[src/rtl/altair_mtimer_if.sv]
// altair_mtimer_if -- Wishbone classic bus bundle for the Altair IO port.
//
// Signals (the core names these io__<signal>):
//   adr    6  byte address; only [4:2] are decoded by the timer
//   dat_w  32 write data
//   sel    4  byte lane enables for writes
//   we     1  write enable
//   cyc    1  bus cycle valid
//   stb    1  strobe
//   dat_r  32 read data, valid only while ack is high
//   ack    1  single-cycle acknowledge
//   err    1  single-cycle error (unmapped address)
//
// Modports: master (the core / testbench), slave (the timer).
interface altair_mtimer_if;
  logic [5:0]  adr;
  logic [31:0] dat_w;
  logic [3:0]  sel;
  logic        we;
  logic        cyc;
  logic        stb;
  logic [31:0] dat_r;
  logic        ack;
  logic        err;

  modport master (
    output adr, dat_w, sel, we, cyc, stb,
    input  dat_r, ack, err
  );

  modport slave (
    input  adr, dat_w, sel, we, cyc, stb,
    output dat_r, ack, err
  );
endinterface

[src/rtl/altair_mtimer.sv]
// altair_mtimer -- machine-mode timer and software-interrupt controller.
//
// A Wishbone classic slave holding a 64-bit free-running mtime counter,
// a 64-bit mtimecmp compare register and the msip bit. It drives the core's
// timer_interrupt (registered mtime >= mtimecmp) and software_interrupt (msip).
//
// Ports:
//   clk                 sole clock
//   rst                 asynchronous active-low reset
//   io                  altair_mtimer_if.slave bus (adr/dat_w/sel/we/cyc/stb in,
//                       dat_r/ack/err out)
//   timer_interrupt     registered unsigned compare mtime >= mtimecmp
//   software_interrupt  the msip register
//
// Register map (byte offsets, adr[4:2] decoded):
//   0x00 MTIME_LO  0x04 MTIME_HI  0x08 MTIMECMP_LO  0x0C MTIMECMP_HI
//   0x10 MSIP (bit 0)  0x14 PRESCALE (only with the macro)  others: err
//
// Configuration macro: ALTAIR_MTIMER_PRESCALE_EN
//   defined   -> PRESCALE register + counter, 0x14 mapped read/write
//   undefined -> mtime ticks every clock, 0x14 responds with err
module altair_mtimer #(
  parameter int PRESCALE_W = 16
) (
  input  logic           clk,
  input  logic           rst,
  altair_mtimer_if.slave io,
  output logic           timer_interrupt,
  output logic           software_interrupt
);

  typedef enum logic {S_IDLE, S_RESP} state_t;

  localparam logic [2:0] A_MTIME_LO    = 3'd0;
  localparam logic [2:0] A_MTIME_HI    = 3'd1;
  localparam logic [2:0] A_MTIMECMP_LO = 3'd2;
  localparam logic [2:0] A_MTIMECMP_HI = 3'd3;
  localparam logic [2:0] A_MSIP        = 3'd4;
  localparam logic [2:0] A_PRESCALE    = 3'd5;

  state_t      r_state, w_state_nx;
  logic [63:0] r_mtime, r_mtimecmp;
  logic [63:0] w_mtime_inc, w_mtime_nx, w_mtimecmp_nx;
  logic        r_msip, r_tint, r_ack, r_err;
  logic [31:0] r_dat_r, w_rdata;
  logic [2:0]  w_idx;
  logic        w_acc, w_mapped, w_wr, w_tick;
  logic        w_pre_map;
  logic [31:0] w_pre_rd;
  logic        w_unused;

  // Byte-lane merge: lanes with be set take wd, the rest keep old.
  function automatic logic [31:0] f_merge(input logic [31:0] old,
                                          input logic [31:0] wd,
                                          input logic [3:0]  be);
    logic [31:0] res;
    res = old;
    for (int b = 0; b < 4; b++)
      if (be[b]) res[8*b +: 8] = wd[8*b +: 8];
    return res;
  endfunction

  // adr[5] is not decoded, so the upper 32 bytes alias the lower 32;
  // adr[1:0] select nothing since all registers are whole words.
  assign w_unused = ^{io.adr[5], io.adr[1:0]};
  assign w_idx    = io.adr[4:2];

  // An access is captured only in IDLE; a strobe seen in RESP is dropped,
  // which limits throughput to one access every two cycles.
  assign w_acc    = (r_state == S_IDLE) && io.cyc && io.stb;
  assign w_mapped = (w_idx <= A_MSIP) || (w_pre_map && (w_idx == A_PRESCALE));
  assign w_wr     = w_acc && io.we && w_mapped;

`ifdef ALTAIR_MTIMER_PRESCALE_EN
  logic [PRESCALE_W-1:0] r_pre, r_pcnt;
  logic [31:0]           w_pre32, w_pre_wr;
  logic                  w_pre_wr_en;

  assign w_pre32     = 32'(r_pre);
  assign w_pre_wr    = f_merge(w_pre32, io.dat_w, io.sel);
  // A sel==0 write is a no-op, so it must not restart the counter either.
  assign w_pre_wr_en = w_wr && (w_idx == A_PRESCALE) && (io.sel != 4'd0);
  // Counter runs 0..prescale; prescale=0 means a tick every cycle.
  assign w_tick      = (r_pcnt == r_pre);
  assign w_pre_map   = 1'b1;
  assign w_pre_rd    = w_pre32;

  always_ff @(posedge clk or negedge rst) begin
    if (!rst) begin
      r_pre  <= '0;
      r_pcnt <= '0;
    end else begin
      if (w_pre_wr_en) begin
        r_pre  <= PRESCALE_W'(w_pre_wr);
        r_pcnt <= '0;
      end else if (w_tick) begin
        r_pcnt <= '0;
      end else begin
        r_pcnt <= r_pcnt + PRESCALE_W'(1);
      end
    end
  end
`else
  localparam int unused_prescale_w = PRESCALE_W;
  assign w_tick    = 1'b1;
  assign w_pre_map = 1'b0;
  assign w_pre_rd  = '0;
`endif

  // Bus FSM: IDLE -> RESP on a strobe, RESP -> IDLE always.
  always_ff @(posedge clk or negedge rst) begin
    if (!rst) r_state <= S_IDLE;
    else      r_state <= w_state_nx;
  end

  always_comb begin
    w_state_nx = r_state;
    case (r_state)
      S_IDLE:  if (io.cyc && io.stb) w_state_nx = S_RESP;
      S_RESP:  w_state_nx = S_IDLE;
      default: w_state_nx = S_IDLE;
    endcase
  end

  // Read mux works on pre-edge register values (no hi/lo snapshot).
  always_comb begin
    w_rdata = '0;
    case (w_idx)
      A_MTIME_LO:    w_rdata = r_mtime[31:0];
      A_MTIME_HI:    w_rdata = r_mtime[63:32];
      A_MTIMECMP_LO: w_rdata = r_mtimecmp[31:0];
      A_MTIMECMP_HI: w_rdata = r_mtimecmp[63:32];
      A_MSIP:        w_rdata = {31'd0, r_msip};
      A_PRESCALE:    w_rdata = w_pre_rd;
      default:       w_rdata = '0;
    endcase
  end

  // mtime write merges onto the already-incremented value: written bytes
  // win, untouched bytes and the other half keep the tick (with carry).
  always_comb begin
    w_mtime_inc   = r_mtime + 64'(w_tick);
    w_mtime_nx    = w_mtime_inc;
    w_mtimecmp_nx = r_mtimecmp;
    if (w_wr) begin
      case (w_idx)
        A_MTIME_LO:    w_mtime_nx[31:0]     = f_merge(w_mtime_inc[31:0], io.dat_w, io.sel);
        A_MTIME_HI:    w_mtime_nx[63:32]    = f_merge(w_mtime_inc[63:32], io.dat_w, io.sel);
        A_MTIMECMP_LO: w_mtimecmp_nx[31:0]  = f_merge(r_mtimecmp[31:0], io.dat_w, io.sel);
        A_MTIMECMP_HI: w_mtimecmp_nx[63:32] = f_merge(r_mtimecmp[63:32], io.dat_w, io.sel);
        default: ;
      endcase
    end
  end

  always_ff @(posedge clk or negedge rst) begin
    if (!rst) begin
      r_mtime    <= '0;
      r_mtimecmp <= '1;
      r_msip     <= 1'b0;
      r_tint     <= 1'b0;
      r_ack      <= 1'b0;
      r_err      <= 1'b0;
      r_dat_r    <= '0;
    end else begin
      r_mtime    <= w_mtime_nx;
      r_mtimecmp <= w_mtimecmp_nx;
      if (w_wr && (w_idx == A_MSIP) && io.sel[0]) r_msip <= io.dat_w[0];
      // Compare of current register values, visible one cycle later.
      r_tint     <= (r_mtime >= r_mtimecmp);
      r_ack      <= w_acc && w_mapped;
      r_err      <= w_acc && !w_mapped;
      // dat_r is zero outside a read response.
      r_dat_r    <= (w_acc && w_mapped && !io.we) ? w_rdata : '0;
    end
  end

  assign io.dat_r           = r_dat_r;
  assign io.ack             = r_ack;
  assign io.err             = r_err;
  assign timer_interrupt    = r_tint;
  assign software_interrupt = r_msip;

endmodule
[src/flat_wrapper.sv]
// flat-port wrapper written by rule: the top's interface ports become plain ports
module altair_mtimer_flat 
#(
  parameter int PRESCALE_W = 16
)
  (clk, rst, timer_interrupt, software_interrupt, io_adr, io_dat_w, io_sel, io_we, io_cyc, io_stb, io_dat_r, io_ack, io_err);
  altair_mtimer_if io_i ();
  input  logic clk;
  input  logic rst;
  output logic timer_interrupt;
  output logic software_interrupt;
  input wire logic [$bits(io_i.adr)-1:0] io_adr;
  input wire logic [$bits(io_i.dat_w)-1:0] io_dat_w;
  input wire logic [$bits(io_i.sel)-1:0] io_sel;
  input wire logic [$bits(io_i.we)-1:0] io_we;
  input wire logic [$bits(io_i.cyc)-1:0] io_cyc;
  input wire logic [$bits(io_i.stb)-1:0] io_stb;
  output wire logic [$bits(io_i.dat_r)-1:0] io_dat_r;
  output wire logic [$bits(io_i.ack)-1:0] io_ack;
  output wire logic [$bits(io_i.err)-1:0] io_err;
  assign io_i.adr = io_adr;
  assign io_i.dat_w = io_dat_w;
  assign io_i.sel = io_sel;
  assign io_i.we = io_we;
  assign io_i.cyc = io_cyc;
  assign io_i.stb = io_stb;
  assign io_dat_r = io_i.dat_r;
  assign io_ack = io_i.ack;
  assign io_err = io_i.err;
  altair_mtimer #(.PRESCALE_W(PRESCALE_W)) u_core (.clk(clk), .rst(rst), .io(io_i), .timer_interrupt(timer_interrupt), .software_interrupt(software_interrupt));
endmodule
[config.mk]
export PLATFORM = sky130hd
export DESIGN_NAME = altair_mtimer_flat
export DESIGN_NICKNAME = d
export VERILOG_FILES = /design/src/rtl/altair_mtimer_if.sv /design/src/rtl/altair_mtimer.sv /design/src/flat_wrapper.sv
export SDC_FILE = /design/constraint.sdc
export NUM_CORES = 1
export LEC_CHECK = 0
export ABC_AREA = 1
export ABC_CLOCK_PERIOD_IN_PS = 1900
export CAP_MARGIN = 20
export CORE_MARGIN = 2
export CORE_UTILIZATION = 57
export CTS_CLUSTER_SIZE = 10
export DETAILED_ROUTE_END_ITERATION = 8
export PLACE_DENSITY = 0.75
export SLEW_MARGIN = 15
export SYNTH_ARGS = -nofsm -noshare
export SYNTH_HDL_FRONTEND = slang
export SYNTH_SLANG_ARGS = --single-unit
[constraint.sdc]
create_clock -name clk -period 1.9 [get_ports clk]
set_input_delay 0.19 -clock clk [delete_from_list [all_inputs] [get_ports clk]]
set_output_delay 0.19 -clock clk [all_outputs]
set_load 0.02 [all_outputs]
======== Word level (Yosys, flattened, before mapping) ========
Cells that the tools add are included.
operators by class
  $add $sub $neg .......................... 1
  $mul .................................... 0
  div/mod/pow operators ................... 0
  order comparisons ....................... 2
  eq/ne operators ......................... 4
  shifts and indexed selects .............. 0
  multiplexer cells ....................... 15
  bitwise logic cells ..................... 1
  reductions and logical operators ........ 21
operators with widths
  cell                   count
  $pmux 32 s5            1
  $mux 32                3
  $add 64x1->64 const B  1
  $ge 64x64->1           1
  $mux 64                1
  $mux 8                 8
  $reduce_and 3->1       8
  $logic_and 1x1->1      10
  $eq 3x2->1 const B     2
  $eq 3x1->1 const B     1
  $eq 3x3->1 const B     1
  $le 3x3->1 const B     1
  $logic_not 3->1        1
  $logic_not 1->1        2
  $pmux 1 s2             1
  $mux 1                 1
  $not 1->1              1
word-level totals
  register bits ........................... 165
  bits in latches ......................... 0
  RAM bits ................................ 0
  bits in read-only memories .............. 0
  bits of input ports ..................... 47
  output and inout port bits .............. 36
  word-level logic and storage cells ...... 59
  memories ................................ 0

======== Longest topological paths before layout ========
Gate-level depths: netlist of run 1.
  depth in word-level cells ............... 7
  gate-level depth with buffers ........... 15
  mapped depth without buffers ............ 15

======== Worst setup path after synthesis of run 1 ========
OpenSTA, ideal clock, no wires.
  path kind ............................... register -> register
  start ................................... reg u_core.r_mtime[1]
  end ..................................... reg u_core.r_mtime[42]
  setup time .............................. 0.129 ns
  arrival time ............................ 1.556 ns
  data required time ...................... 1.771 ns
  setup slack ............................. 0.214 ns
  cell stages (with the launch flop) ...... 11
  buffers on the path ..................... 0
  period minus slack after synthesis ...... 1.686 ns
  cell sequence ........................... dfrtp_1 > ha_1 > nand2_1 > nor2_4 > nand2_1 > nor2_1 > nand2_1 > nor2_1 > or2_2 > nand3_1 > o21ai_0
between the ends
  word-level cells in the longest chain between the ends .. 4
RTL lines
  element                    line                  source
  start, declared            altair_mtimer.sv:42   logic [63:0] r_mtime, r_mtimecmp;
  start signal, assigned     altair_mtimer.sv:166  r_mtime <= w_mtime_nx;
  $add 64x1->64 (*)          altair_mtimer.sv:142  w_mtime_inc = r_mtime + 64'(w_tick);
  $mux 8                     altair_mtimer.sv:59   if (be[b]) res[8*b +: 8] = wd[8*b +: 8];
  $mux 32                    altair_mtimer.sv:146  case (w_idx)
  $mux 64 (*)                altair_mtimer.sv:145  if (w_wr) begin
  via u_core.w_mtime_nx[42]  altair_mtimer.sv:43   logic [63:0] w_mtime_inc, w_mtime_nx, w_mtimecmp_nx;
Mark *: on every way through the listed nets, which the timed path passes. The rest lies on a longest branch.
A chain may end at the register's enable or synchronous reset.

======== Worst setup path after layout of run 1 ========
  start ................................... reg u_core.r_mtime[1]
  end ..................................... reg u_core.r_tint, in the netlist u_core.timer_interrupt
between the ends
  word-level cells in the longest chain between the ends .. 1
RTL lines
  element               line                  source
  $ge 64x64->1          altair_mtimer.sv:170  r_tint <= (r_mtime >= r_mtimecmp);
  end signal, assigned  altair_mtimer.sv:170
  end, declared         altair_mtimer.sv:44   logic r_msip, r_tint, r_ack, r_err;
Every way passes these cells.

==> flow_summary.yaml, run 1 <==
synth:
  yosysTopAreaCell: "dfrtp_1"
  netlist_top_cells_area: "dfrtp_1, dfstp_2, nand2_1, ha_1, inv_1"
  netlist_instances: 1431
  synthFlopType: "dfrtp_1"
  ys_ff_latch: 165
  synth_edf_count: 0
  yosysUniqueCellTypes: 35
  ys_seq_area_share_pct: 40.3
  yosysWarningCount: 0
  syn_area_per_cell_um2: 7.29
  postSynthNetCount: 1543
  synth-async-reset-ratio_pct: 100
  synth_area_um2: 10400
  synth_top_area_share_pct: 24.2
worst_setup_path:
  worstPathCellList: "buf_4, buf_4, buf_4, ha_4, nand2_1, nor2_1, nand2_1, nor2_2, nand2_4, nand3_2, nor2_2, nand2_1, nand2_1, nand2_1"
  slowest_delay_ps: 430
  endpoint_kind: "register"
  cp_common_cell: "nand2_1"
  cp.arrival_ps: 2310
  required_ps: 2280
  crit_family: "simple AND/OR/NAND/NOR gates"
  worstSetupStartpointType: "register"
  crit_fanout: 3
  cp_num_buf_inv: 3
  crit_slowest_cell: "dfrtp_1"
  setup.worst_path.start: "u_core.r_mtime[1]"
  worst_r2r_startpoint: "u_core.r_mtime[1]"
  critPathKind: "register to register"
power:
  p_sw_share_pct: 35.6
  power_density_nw_per_um2: 780
  ir_worst_vdd_uv: 857
  pwr-share-comb_pct: 30.6
  power.switching_uw: 3960
  seqPwrFrac_pct: 39.3
  clock_power_share_pct: 30.2
  leakagePower_uw: 0.00634
  internal_power_uw: 7160
sta:
  setup_viol: 3
  rsz0062_at_grt: "yes"
  clock.fmax_ghz: 0.519
  drv_slew: 0
  worstMarginPinSlew_ps: 528
  period_share_pct: 101
  final.setup.worst_slack_ps: -25.9
  period_needed_ps: 1930
  slew_headroom_pct: 64.8
  hold_viol: 0
  clock_skew_ps: 13.7
  fin_setup_tns_ps: -30.5
finish:
  area_delta_synth_final_pct: 36.5
  multi_input_area_um2: 5850
  utilization_pct: 79.3
  num_antenna_cells: 0
  register_area_um2: 4230
  instances_no_fill: 1946
  drive_gt1_share_pct: 26.0
  layout.nets: 1816
  fillers: 1238
cts:
  clk_pin_slew_ps: 70
  tritoncts: "built"
  clk_latency_ps: 450
  numCtsBuffers: 17
  cts.sinks: 165
  h-tree-depth: 4
  clockRootBuffer: "clkbuf_16"
  cts.path.max_buffers: 2
die:
  dieArea_um2: 19400
  row_count: 49
  die_width_um: 139
  die_h_um: 139
  coreArea_um2: 18000
  initial_core_util_pct: 58.1
  num_io_pins: 83
grt:
  overflow: 0
  grt_max_degree: 54
  antenna_found_initial: 1
  grt_pass1_wl_mm: 56.0
  track_usage_pct: 37.1
  grt_pass1_vias: 10567
outcome:
  outcome: "complete, but fails checks"
  violations: "negative setup slack"
routing:
  dr.first_iter.drc_count: 1125
  via_count: 11289
  viasPerCell: 5.80
  antenna_left: 0
  wl_per_cell_um: 19.2
  dr.pass1.iters: 7
  route.detailed.drc: 0
  drt-total-wl_mm: 37.4
placement:
  io_buffers: 79
  place_hpwl_mm: 27.3
  routabilityCongestion: 1.06
  place_inst: 1891
worst_hold_path:
  hold_path_class: "input port to async pin"
run:
  max_cap_violations: 0
[final timing paths]
check                           slack, ps                     end  cells past startpoint
worst max-delay path                  -30  u_core.timer_interrupt                     14
worst min-delay path                  270      u_core.io.dat_r[2]                      2
worst max register to register        -30  u_core.timer_interrupt                     14
worst min register to register        490    u_core.r_mtimecmp[8]                      2
max in group asynchronous             890   u_core.r_mtimecmp[13]                      3
min in group clk                      340      u_core.r_mtime[18]                      3
[final cells by class]
class | count | share of cell area (%)
multi-input combinational | 1028 | 41.0
tap | 229 | 2.01
timing repair buffer | 281 | 17.8
clock inverter | 14 | 0.834
inverter | 211 | 5.56
sequential | 165 | 29.7
clock buffer | 18 | 3.01
[flip-flops by register name, indices dropped and copies added, names as in the netlist]
| signal | cells |
|---|---|
| u_core.io.ack | 1 |
| u_core.io.dat_r | 32 |
| u_core.timer_interrupt | 1 |
| u_core.r_mtimecmp | 64 |
| u_core.r_state | 1 |
| u_core.software_interrupt | 1 |
| u_core.io.err | 1 |
| u_core.r_mtime | 64 |
[cells in the mapped netlist, drive strengths merged, types with 16 or more instances]
| master | n |
|---|---|
| nor2 | 168 |
| inv | 209 |
| a21oi | 93 |
| nand3 | 65 |
| xnor2 | 16 |
| dfstp | 64 |
| o21ai | 114 |
| nand4 | 30 |
| o22ai | 23 |
| dfrtp | 101 |
| ha | 65 |
| nand2 | 396 |
[power groups by stage]
stage	Sequential, uW	Clock, uW	Combinational [uW]
finish	4360	3350	3400
global route	4390	3490	3710
CTS	4310	3360	2910
detailed placement	4360	0	2820
global placement	4340	0	2730
floorplan	4320	0	1520
[cells by family after synthesis]
family                     Yosys count  share of synthesized area [%]
adders and majority gates           65                           7.79
DFF                                165                           40.3
and+or+nand+nor                    684                           27.7
xor gates and xnor gates            28                           2.35
AOI/OAI and AO/OA                  251                           12.9
buffers and inverters              238                           8.88
[placed cells by master, fill, tap and decap left out, types with 14 or more instances in the layout]
cell type	instances
inv_1	198
clkdlybuf4s50_1	78
nor2_1	119
dfstp_2	64
buf_12	15
nand4_1	30
dfrtp_1	83
nand2_1	372
o22ai_1	23
ha_1	52
xnor2_1	16
nor2_4	20
nor2_2	29
buf_4	175
nand2_2	14
dfrtp_2	18
clkbuf_16	17
a21oi_1	86
nand3_1	51
o21ai_0	105
[routing by layer]
layer / vias to the layer above / share of wire, % / GRT usage (%)
met5: - / 0.029 / 0
met4: 2 / 4.7 / 16.2
met3: 156 / 9.3 / 5.20
met2: 698 / 46 / 59.4
met1: 5261 / 40 / 50.7
li1: 5172 / - / -
[per-stage QoR]
stage	total power (uW)	hold WS, ps	cell area, um2	setup slack, ps
6_report	11100	268	14200	-25.9
5_1_grt	11600	306	14200	-108
4_1_cts	10600	280	13600	-74.8
3_5_place_dp	7180	175	12900	-132
3_3_place_gp	7070	175	12900	-82.5
2_1_floorplan	5840	-106	10400	214
[timing repair]
item                                    4_1_cts  5_1_grt
pin swaps                                    16       46
hold endpoints to repair                     30        0
buffers inserted                              4       21
endpoints found under the setup margin       28       43
hold buffers                                  1        0
gates resized for setup                      34      134
Note: power is estimated with default switching activity, not from simulation.
==> run 2, diff against run 1 <==
--- a/config.mk
+++ b/config.mk
@@ -6,7 +6,6 @@
 export NUM_CORES = 1
 export LEC_CHECK = 0
 export ABC_AREA = 1
-export ABC_CLOCK_PERIOD_IN_PS = 1900
 export CAP_MARGIN = 20
 export CORE_MARGIN = 2
 export CORE_UTILIZATION = 57
==> results of run 2 <==
The final DEF is identical to that of run 1; final timing and power are the same.
